## src/rtl/glycemic_pkg.sv

```systemverilog
// Shared types and sizing helpers for the glycemic index monitor.
package glycemic_pkg;

  typedef enum logic [1:0] {
    IDLE,
    UPDATE,
    EMIT
  } state_t;

  localparam int DEF_LOW_TH     = 2;
  localparam int DEF_HIGH_TH    = 12;
  localparam int DEF_ALARM_HOLD = 3;

  function automatic int sum_width(
    input int sample_w,
    input int log_depth
  );
    return sample_w + log_depth;
  endfunction

  function automatic int shift_amount(
    input int sample_w,
    input int log_depth,
    input int index_w
  );
    return log_depth + sample_w - index_w;
  endfunction

endpackage

```

## src/rtl/glycemic_alarm_filter.sv

```systemverilog
// Per-channel run counters and sticky high/low alarms.
// Only built when GLYCEMIC_ALARM_EN is defined.
`ifdef GLYCEMIC_ALARM_EN
module glycemic_alarm_filter
  import glycemic_pkg::*;
#(
  parameter int INDEX_W    = 4,
  parameter int LOW_TH     = DEF_LOW_TH,
  parameter int HIGH_TH    = DEF_HIGH_TH,
  parameter int ALARM_HOLD = DEF_ALARM_HOLD
) (
  input  logic               clk,
  input  logic               reset,
  input  logic               en,
  input  logic [INDEX_W-1:0] index,
  output logic               alarm_high,
  output logic               alarm_low
);

  localparam int CNT_W = $clog2(ALARM_HOLD + 1);
  localparam logic [CNT_W-1:0] HOLD = CNT_W'(ALARM_HOLD);
  localparam logic [CNT_W-1:0] STEP = CNT_W'(1);
  localparam logic [INDEX_W-1:0] HI = INDEX_W'(HIGH_TH);
  localparam logic [INDEX_W-1:0] LO = INDEX_W'(LOW_TH);

  logic [CNT_W-1:0] hi_q;
  logic [CNT_W-1:0] lo_q;

  always_ff @(posedge clk) begin
    if (reset) begin
      hi_q <= '0;
      lo_q <= '0;
    end else if (en) begin
      if (index >= HI) begin
        if (hi_q != HOLD) hi_q <= hi_q + STEP;
      end else begin
        hi_q <= '0;
      end
      if (index <= LO) begin
        if (lo_q != HOLD) lo_q <= lo_q + STEP;
      end else begin
        lo_q <= '0;
      end
    end
  end

  // Counters saturate at HOLD, so the flag is sticky until a clearing index.
  assign alarm_high = (hi_q == HOLD);
  assign alarm_low  = (lo_q == HOLD);

endmodule
`endif

```

## src/rtl/glycemic_index_monitor.sv

```systemverilog
// Multi-channel moving-average glycemic index monitor.
// Alarm filters are built only when GLYCEMIC_ALARM_EN is defined.
module glycemic_index_monitor
  import glycemic_pkg::*;
#(
  parameter int SAMPLE_W   = 8,
  parameter int INDEX_W    = 4,
  parameter int CHANNELS   = 4,
  parameter int LOG_DEPTH  = 2,
  parameter int LOW_TH     = DEF_LOW_TH,
  parameter int HIGH_TH    = DEF_HIGH_TH,
  parameter int ALARM_HOLD = DEF_ALARM_HOLD
) (
  input  logic                        clk,
  input  logic                        reset,
  input  logic                        sampleValid,
  output logic                        sampleReady,
  input  logic [$clog2(CHANNELS)-1:0] sampleChannel,
  input  logic [SAMPLE_W-1:0]         bloodSensor,
  output logic                        indexValid,
  output logic [$clog2(CHANNELS)-1:0] indexChannel,
  output logic [INDEX_W-1:0]          glycemicIndex,
  output logic [CHANNELS-1:0]         alarmHigh,
  output logic [CHANNELS-1:0]         alarmLow
);

  localparam int CH_W  = $clog2(CHANNELS);
  localparam int DEPTH = 1 << LOG_DEPTH;
  localparam int SUM_W = sum_width(SAMPLE_W, LOG_DEPTH);
  localparam int SHIFT = shift_amount(SAMPLE_W, LOG_DEPTH, INDEX_W);
  localparam logic [LOG_DEPTH:0]   FULL  = (LOG_DEPTH + 1)'(DEPTH);
  localparam logic [LOG_DEPTH:0]   CSTEP = (LOG_DEPTH + 1)'(1);
  localparam logic [LOG_DEPTH-1:0] PSTEP = LOG_DEPTH'(1);

  if (INDEX_W > SAMPLE_W) begin : g_bad_width
    $error("INDEX_W must not exceed SAMPLE_W");
  end
  if (CHANNELS < 2) begin : g_bad_channels
    $error("CHANNELS must be at least 2");
  end
  if (ALARM_HOLD < 1) begin : g_bad_hold
    $error("ALARM_HOLD must be at least 1");
  end
  if (LOW_TH >= HIGH_TH) begin : g_bad_th
    $error("LOW_TH must be below HIGH_TH");
  end

  state_t state_q;
  state_t state_d;

  logic [CH_W-1:0]      ch_q;
  logic [SAMPLE_W-1:0]  smp_q;
  logic [SAMPLE_W-1:0]  ring_q [CHANNELS][DEPTH];
  logic [LOG_DEPTH-1:0] ptr_q  [CHANNELS];
  logic [LOG_DEPTH:0]   cnt_q  [CHANNELS];
  logic [SUM_W-1:0]     sum_q  [CHANNELS];

  logic                 accept;
  logic                 upd;
  logic                 fire;
  logic [SAMPLE_W-1:0]  oldest;
  logic [SUM_W-1:0]     sum_new;
  logic [LOG_DEPTH:0]   cnt_new;
  logic [INDEX_W-1:0]   index_new;

  assign sampleReady = (state_q == IDLE) && !reset;
  assign accept      = sampleValid && sampleReady;
  assign upd         = (state_q == UPDATE);

  always_comb begin
    state_d = state_q;
    unique case (state_q)
      IDLE:    if (sampleValid) state_d = UPDATE;
      UPDATE:  state_d = EMIT;
      EMIT:    state_d = IDLE;
      default: state_d = IDLE;
    endcase
  end

  // While a channel is filling, the slot being overwritten holds no sample yet.
  always_comb begin
    oldest    = '0;
    if (cnt_q[ch_q] == FULL) oldest = ring_q[ch_q][ptr_q[ch_q]];
    sum_new   = sum_q[ch_q] - SUM_W'(oldest) + SUM_W'(smp_q);
    cnt_new   = (cnt_q[ch_q] == FULL) ? FULL : cnt_q[ch_q] + CSTEP;
    index_new = INDEX_W'(sum_new >> SHIFT);
    fire      = upd && (cnt_new == FULL);
  end

  always_ff @(posedge clk) begin
    if (reset) begin
      state_q       <= IDLE;
      ch_q          <= '0;
      smp_q         <= '0;
      indexValid    <= 1'b0;
      indexChannel  <= '0;
      glycemicIndex <= '0;
      for (int c = 0; c < CHANNELS; c++) begin
        ptr_q[c] <= '0;
        cnt_q[c] <= '0;
        sum_q[c] <= '0;
        for (int d = 0; d < DEPTH; d++) ring_q[c][d] <= '0;
      end
    end else begin
      state_q    <= state_d;
      indexValid <= fire;
      if (accept) begin
        ch_q  <= sampleChannel;
        smp_q <= bloodSensor;
      end
      if (upd) begin
        ring_q[ch_q][ptr_q[ch_q]] <= smp_q;
        ptr_q[ch_q] <= ptr_q[ch_q] + PSTEP;
        cnt_q[ch_q] <= cnt_new;
        sum_q[ch_q] <= sum_new;
      end
      if (fire) begin
        indexChannel  <= ch_q;
        glycemicIndex <= index_new;
      end
    end
  end

`ifdef GLYCEMIC_ALARM_EN
  for (genvar c = 0; c < CHANNELS; c++) begin : g_alarm
    glycemic_alarm_filter #(
      .INDEX_W   (INDEX_W),
      .LOW_TH    (LOW_TH),
      .HIGH_TH   (HIGH_TH),
      .ALARM_HOLD(ALARM_HOLD)
    ) u_filter (
      .clk       (clk),
      .reset     (reset),
      .en        (fire && (ch_q == CH_W'(c))),
      .index     (index_new),
      .alarm_high(alarmHigh[c]),
      .alarm_low (alarmLow[c])
    );
  end
`else
  assign alarmHigh = '0;
  assign alarmLow  = '0;
`endif

endmodule

```

## config.mk

```make
export PLATFORM = sky130hd
export DESIGN_NAME = glycemic_index_monitor
export DESIGN_NICKNAME = d
export VERILOG_FILES = /design/src/rtl/glycemic_pkg.sv /design/src/rtl/glycemic_alarm_filter.sv /design/src/rtl/glycemic_index_monitor.sv
export SDC_FILE = /design/constraint.sdc
export NUM_CORES = 1
export LEC_CHECK = 0
export BUFFER_PORTS_ARGS = -buffer_cell sky130_fd_sc_hd__clkbuf_2
export CAP_MARGIN = 0
export CORE_MARGIN = 1.5
export CORE_UTILIZATION = 60
export CTS_CLUSTER_SIZE = 14
export DETAILED_ROUTE_END_ITERATION = 8
export GPL_TIMING_DRIVEN = 0
export PLACE_DENSITY = 0.79
export SETUP_SLACK_MARGIN = 0.1
export SLEW_MARGIN = 10
export SYNTH_ARGS = -nofsm -noshare
export SYNTH_HDL_FRONTEND = slang
export SYNTH_HIERARCHICAL = 1
export SYNTH_SLANG_ARGS = --single-unit
```

## constraint.sdc

```tcl
create_clock -name clk -period 5.3 [get_ports clk]
set_input_delay 0.265 -clock clk [delete_from_list [all_inputs] [get_ports clk]]
set_output_delay 0.265 -clock clk [all_outputs]
set_load 0.1 [all_outputs]
```

==> metrics.txt, run 1 <==
global-route usage over all layers=29.4%; diode count=0; row count=47; boundary pin count=29; setup TNS=0 ns; Crit Path Max Fanout=10; Num CTS Buffers=21; top-area cell type share of the netlist area=55.8%; dominant synthesized flop cell=edfxtp_1; CTS tree=built; Worst EP arrival=5.10 ns; synthesis warning total=6; Hold Violations, Final=0; Avg Vias per Cell=6.44; Crit. End Element=flip-flop; global-route wire length before repair=38.3 mm; die height=133 um; Post-synth EDFFs=188; core box area=16500 um^2; hpwl dp=17.1 mm; Pwr Density=341 nW/um^2; Worst Tran Pin Value=0.970 ns; initial antenna violation count=0; TritonCTS sink count=209; DR pass1 iterations=5; H-Tree Depth=1; Hold Crit Class=input port to flip-flop; Worst Hold Depth=3; Post-Syn Area=10100 um^2; Crit Path Category=flip-flop to flip-flop; Max Cap Violations=0; Worst Skew=0.0224 ns; cell taking the most area after synthesis=edfxtp_1; chip width=133 um; register area=6070 um^2; Initial Util=61.2%; final period utilization=91.9%; worst hold slack=0.0397 ns; setup bufs post-CTS=0; final core occ=67.9%; count of final setup violators=0; layout cells sized above 1=14.1%; largest net degree at the start of global routing=16; Seq/Total Area, Yosys=60.0%; CP Data Required Time=5.53 ns; Startpoint Class=flip-flop; Distinct cells, synth=46; DRC viols=0; #FFs+latches synth=209; peak supply drop=0.307 mV; GPL Wtd Cong=0.916; fill count=1086; clk buf depth=3; Lkg Pwr=4.66 nW; Post-Synthesis Cells=749; Async SR Flop Fraction=0%; routed via count=6709; Layout area overhead=11.0%; Final ANT Viol Nets=0; cell area after placement=10500 um^2; Clk Latency, worst-skew pair=0.51 ns; global route total overflow=0; area of the multi-input gates=3600 um^2; Avg WL per Cell=24.4 um; hold path startpoint=sampleChannel[0]; R2R Setup Slk=0.43 ns; NumNets Final=845; Max Slew Vio Count=0; status=complete, no violations; Tmin final=4.87 ns; DIE AREA=17600 um^2; fin area=11200 um^2; Starting DRT DRC Count=751; relative slew slack=35.4%; unrepaired setup endpoints after global routing=false; Worst R2R End=sum_q[0][7]; Buffers on Ports=20; clk root buf=clkbuf_16; CTS clk-pin slew, worst paths=0.06 ns; FF-to-FF path depth=16; final WL=25.4 mm; f_max=205 MHz; vias in the first global route=6606; syn avg cell area=13.5 um^2; Area contributors post-synth=edfxtp_1 (56%), mux4_2 (9.8%), and3_1 (8.0%); total power=3.83 mW
[Yosys cell counts, drive strengths merged (2+ instances only)]
| master | count |
|---|---|
| nor3b | 2 |
| xnor2 | 2 |
| nor3 | 9 |
| a21o | 18 |
| and3 | 130 |
| mux2i | 13 |
| inv | 42 |
| nand2b | 14 |
| and2 | 7 |
| nand3 | 5 |
| or2 | 2 |
| a211oi | 17 |
| nor2 | 53 |
| mux4 | 47 |
| buf | 21 |
| dfxtp | 21 |
| nor4 | 2 |
| nor2b | 8 |
| edfxtp | 188 |
| a21oi | 21 |
| xor2 | 4 |
| o21bai | 2 |
| o32ai | 2 |
| o21ai | 5 |
| nand2 | 29 |
| fa | 8 |
| clkbuf | 50 |
| ha | 16 |
[what timing repair did]
item,in CTS,in global routing
resized for setup,0,2
setup endpoints to repair,0,14
hold endpoints to repair,10,0
hold buffers,9,0
[worst max path at each step]
stage | end | slack, ns | cells past startpoint
6_report | sum_q[0][7] | 0.43 | 16
5_1_grt | sum_q[2][7] | 0.24 | 16
4_1_cts | sum_q[1][7] | 0.19 | 16
3_5_place_dp | sum_q[0][7] | 0.21 | 16
3_3_place_gp | sum_q[0][7] | 0.32 | 16
2_1_floorplan | sum_q[2][7] | 1.08 | 16
[cells in the final DEF, fill, tap and decap left out, drive strengths merged, types with 8 or more instances in the layout]
cell / netlist / layout
edfxtp: 188 / 188
clkbuf: 50 / 101
mux2i: 13 / 13
buf: 21 / 20
dlygate4sd3: 0 / 9
nand2: 29 / 29
nor2: 53 / 53
ha: 16 / 16
inv: 42 / 43
and3: 130 / 130
nor2b: 8 / 8
nand2b: 14 / 14
a21o: 18 / 18
fa: 8 / 8
nor3: 9 / 9
mux4: 47 / 47
conb: 1 / 8
a21oi: 21 / 21
dfxtp: 21 / 21
a211oi: 17 / 17
[critical path, cell delays in order, from the launching register on]
cell,delay (ns)
dfxtp_1,0.37
buf_2,0.30
buf_2,0.37
clkbuf_2,0.41
mux4_2,0.38
inv_1,0.08
ha_1,0.20
nand2_4,0.13
a211oi_1,0.35
fa_1,0.47
inv_1,0.07
ha_1,0.22
clkbuf_1,0.20
a21o_1,0.24
or4_1,0.54
nand3_1,0.18
nor2_1,0.07
[cells by family after synthesis]
kind of cell,Yosys count,synth area share [%]
simple gates,268,14.6
flops,209,60.0
buf+inv,113,4.77
compound gates,68,4.63
mux,60,11.9
fa+ha+maj,24,3.56
xor+xnor,6,0.520
other cells,1,0.0371
[layout make-up]
| cell class | instances | share of cell area, % |
|---|---|---|
| repair buffers | 30 | 1.83 |
| plain buffers | 70 | 2.86 |
| inverters | 42 | 1.41 |
| flip-flops and latches | 209 | 54.1 |
| well taps | 220 | 2.45 |
| clock buffers | 30 | 4.99 |
| clock inverters | 7 | 0.323 |
| multi-input cells | 434 | 32.1 |
[metal layers]
metal / track usage, % / wire, um
met3: 4.48 / 2220
met2: 47.8 / 12400
met4: 10.2 / 864
met5: 0 / 0
met1: 41.0 / 9900
[registers in the layout (all words and copies together), names as in the netlist, 2 cells and up, named ones only]
name,flops
ring_q,128
sum_q,40
ch_q,2
smp_q,8
ptr_q,8
indexChannel,2
glycemicIndex,4
state_q,2
cnt_q,12
[report_power, final]
| group | internal (mW) | leakage (nW) | total (mW) | switching [mW] |
|---|---|---|---|---|
| sequential | 1.86 | 2.11 | 1.89 | 0.0296 |
| combinational | 0.199 | 2.26 | 0.600 | 0.402 |
| clock | 0.734 | 0.284 | 1.33 | 0.600 |
| total | 2.79 | 4.66 | 3.83 | 1.03 |
[stage by stage]
stage               setup WS (ns)  std cells
CTS                         0.195       1043
global placement            0.318        996
global route                0.237       1042
detailed placement          0.209        997
floorplan                    1.08        756
finish                      0.431       1042
No activity file was read; power rests on OpenSTA's default activity.
==> run 2: changes to the inputs <==
--- a/config.mk
+++ b/config.mk
@@ -7,6 +7,7 @@
 export LEC_CHECK = 0
 export BUFFER_PORTS_ARGS = -buffer_cell sky130_fd_sc_hd__clkbuf_2
 export CAP_MARGIN = 0
+export CORE_ASPECT_RATIO = 1.5
 export CORE_MARGIN = 1.5
 export CORE_UTILIZATION = 60
 export CTS_CLUSTER_SIZE = 14
@@ -14,7 +15,7 @@
 export GPL_TIMING_DRIVEN = 0
 export PLACE_DENSITY = 0.79
 export SETUP_SLACK_MARGIN = 0.1
-export SLEW_MARGIN = 10
+export SLEW_MARGIN = 20
 export SYNTH_ARGS = -nofsm -noshare
 export SYNTH_HDL_FRONTEND = slang
 export SYNTH_HIERARCHICAL = 1
==> metrics.txt, run 2 (same netlist as run 1, synthesis figures left out) <==
final period utilization=91.0% (was 91.9%); DIE AREA=17700 um^2 (was 17600 um^2); f_max=207 MHz (was 205 MHz); final WL=25.1 mm (was 25.4 mm); Crit Path Max Fanout=10 (unchanged); TritonCTS sink count=209 (unchanged); Max Slew Vio Count=0 (unchanged); Avg Vias per Cell=6.45 (was 6.44); crit path cell chain=buf_6 > buf_2 > buf_4 > mux4_2 > inv_1 > ha_1 > nand2_4 > a211oi_1 > fa_1 > inv_1 > ha_1 > a21oi_1 > nand2_1 > or4_1 > nand3_1 > nor2_1 (was buf_2 > buf_2 > clkbuf_2 > mux4_2 > inv_1 > ha_1 > nand2_4 > a211oi_1 > fa_1 > inv_1 > ha_1 > clkbuf_1 > a21o_1 > or4_1 > nand3_1 > nor2_1); Clk Latency, worst-skew pair=0.50 ns (was 0.51 ns); relative slew slack=36.7% (was 35.4%); unrepaired setup endpoints after global routing=false (unchanged); Final ANT Viol Nets=0 (unchanged); commonest cells after routing, fill and taps aside=edfxtp_1 (188), and3_1 (130), clkbuf_1 (58), nor2_1 (53), mux4_2 (44) (was edfxtp_1 (188), and3_1 (130), clkbuf_1 (59), nor2_1 (53), mux4_2 (44)); vias in the first global route=6891 (was 6606); Worst EP arrival=5.06 ns (was 5.10 ns); Layout area overhead=11.2% (was 11.0%); post-route setup slack=0.477 ns (was 0.431 ns); Crit Path Category=flip-flop to flip-flop (unchanged); chip width=109 um (was 133 um); routed via count=6622 (was 6709); Pwr Density=352 nW/um^2 (was 341 nW/um^2); Setup Slack @ Placement=0.270 ns (was 0.209 ns); CTS clk-pin slew, worst paths=0.07 ns (was 0.06 ns); Hold Crit Class=input port to flip-flop (unchanged); FF-to-FF path depth=16 (unchanged); GPL Wtd Cong=0.923 (was 0.916); Worst Hold Depth=3 (unchanged); peak supply drop=0.284 mV (was 0.307 mV); DR pass1 iterations=5 (unchanged); Largest regs=ring_q (128), sum_q (40), cnt_q (12) (unchanged); status=complete, no violations (unchanged); Critical-path top delay cell=mux4_2 (was or4_1); final core occ=68.8% (was 67.9%); global-route wire length before repair=39.0 mm (was 38.3 mm); row count=57 (was 47); cell area after placement=10500 um^2 (about the same); Tmin final=4.82 ns (was 4.87 ns); area of the multi-input gates=3590 um^2 (was 3600 um^2); count of final setup violators=0 (unchanged); max FFs per register=128 (unchanged); Num CTS Buffers=20 (was 21); global route total overflow=0 (unchanged); setup bufs post-CTS=0 (unchanged); CTS tree=built (unchanged); initial antenna violation count=0 (unchanged); Cell Count, Final, Fillers Out=1026 (was 1042); H-Tree Depth=1 (unchanged); clk buf depth=3 (unchanged); NumNets Final=843 (was 845); Lkg Pwr=4.69 nW (was 4.66 nW); register area=6070 um^2 (unchanged); Startpoint Class=flip-flop (unchanged); clk root buf=clkbuf_16 (unchanged); Hold Violations, Final=0 (unchanged); Max Cap Violations=0 (unchanged); core box area=16300 um^2 (was 16500 um^2); setup TNS=0 ns (unchanged); global-route usage over all layers=30.1% (was 29.4%); placed insts=983 (was 997); Critical Path Max Stage Delay=0.55 ns (was 0.54 ns); CP Data Required Time=5.54 ns (was 5.53 ns); Initial Util=61.9% (was 61.2%); Buffers on Ports=20 (unchanged); fill count=1045 (was 1086); commonest non-fill, non-tap cell in the layout=edfxtp_1 (unchanged); hpwl dp=17.7 mm (was 17.1 mm); boundary pin count=29 (unchanged); DRC viols=0 (unchanged); Crit. End Element=flip-flop (unchanged); Worst Tran Pin Value=0.950 ns (was 0.970 ns); layout cells sized above 1=14.4% (was 14.1%); diode count=0 (unchanged); Top reg by flops=ring_q (unchanged); fin area=11200 um^2 (about the same); die height=162 um (was 133 um); Starting DRT DRC Count=533 (was 751); Avg WL per Cell=24.5 um (was 24.4 um); largest net degree at the start of global routing=16 (unchanged); Worst Skew=0.0118 ns (was 0.0224 ns)
==> run 2: cell type report <==
| cell class | count | area share, % |
|---|---|---|
| Sequential cell | 209 | 54.0 |
| Clock inverter | 7 | 0.957 |
| Clock buffer | 29 | 4.94 |
| Timing Repair Buffer | 28 | 1.61 |
| Buffer | 71 | 2.89 |
| Inverter | 42 | 1.40 |
| Tap cell | 206 | 2.29 |
| Multi-Input combinational cell | 434 | 31.9 |
==> run 2: per-stage QoR <==
step           hold slack (ns)  power [mW]
2_1_floorplan            0.401        2.34
3_3_place_gp             0.459        2.47
4_1_cts                 0.0203        3.94
6_report                0.0380        3.95
5_1_grt                 0.0442        4.07
3_5_place_dp             0.468        2.50
==> run 2: per-layer routing <==
layer / global-route usage (%) / vias up / wire length (um)
met1: 35.4 / 3262 / 8590
met4: 18.4 / 0 / 1580
met2: 51.4 / 380 / 13100
met5: 0 / - / 0
li1: - / 2879 / -
met3: 4.25 / 101 / 1800
==> run 2: final timing paths <==
path,startpoint,endpoint,slack (ns)
setup / recovery,flip-flop,sum_q[2][7],0.48
hold reg to reg,glycemicIndex[2],glycemicIndex[2],0.47
setup reg to reg,flip-flop,sum_q[2][7],0.48
hold / removal,bloodSensor[4],smp_q[4],0.04
==> run 2: power breakdown <==
part | internal (mW) | switching [mW]
logic | 0.196 | 0.399
clock network | 0.875 | 0.592
registers | 1.86 | 0.0288
total | 2.93 | 1.02
==> run 2: what timing repair did <==
item,4_1_cts,5_1_grt
hold buffers,7,0
endpoints found under the hold margin,7,0
gates resized for setup,0,1
setup endpoints to repair,0,12
==> run 2: critical path, delay by kind of cell, from the launching register on <==
family | cells | cell delay (ns)
buf+inv | 5 | 1.12
simple gates | 5 | 1.01
flops | 1 | 0.37
fa+ha+maj | 3 | 0.97
mux | 1 | 0.55
compound gates | 2 | 0.53
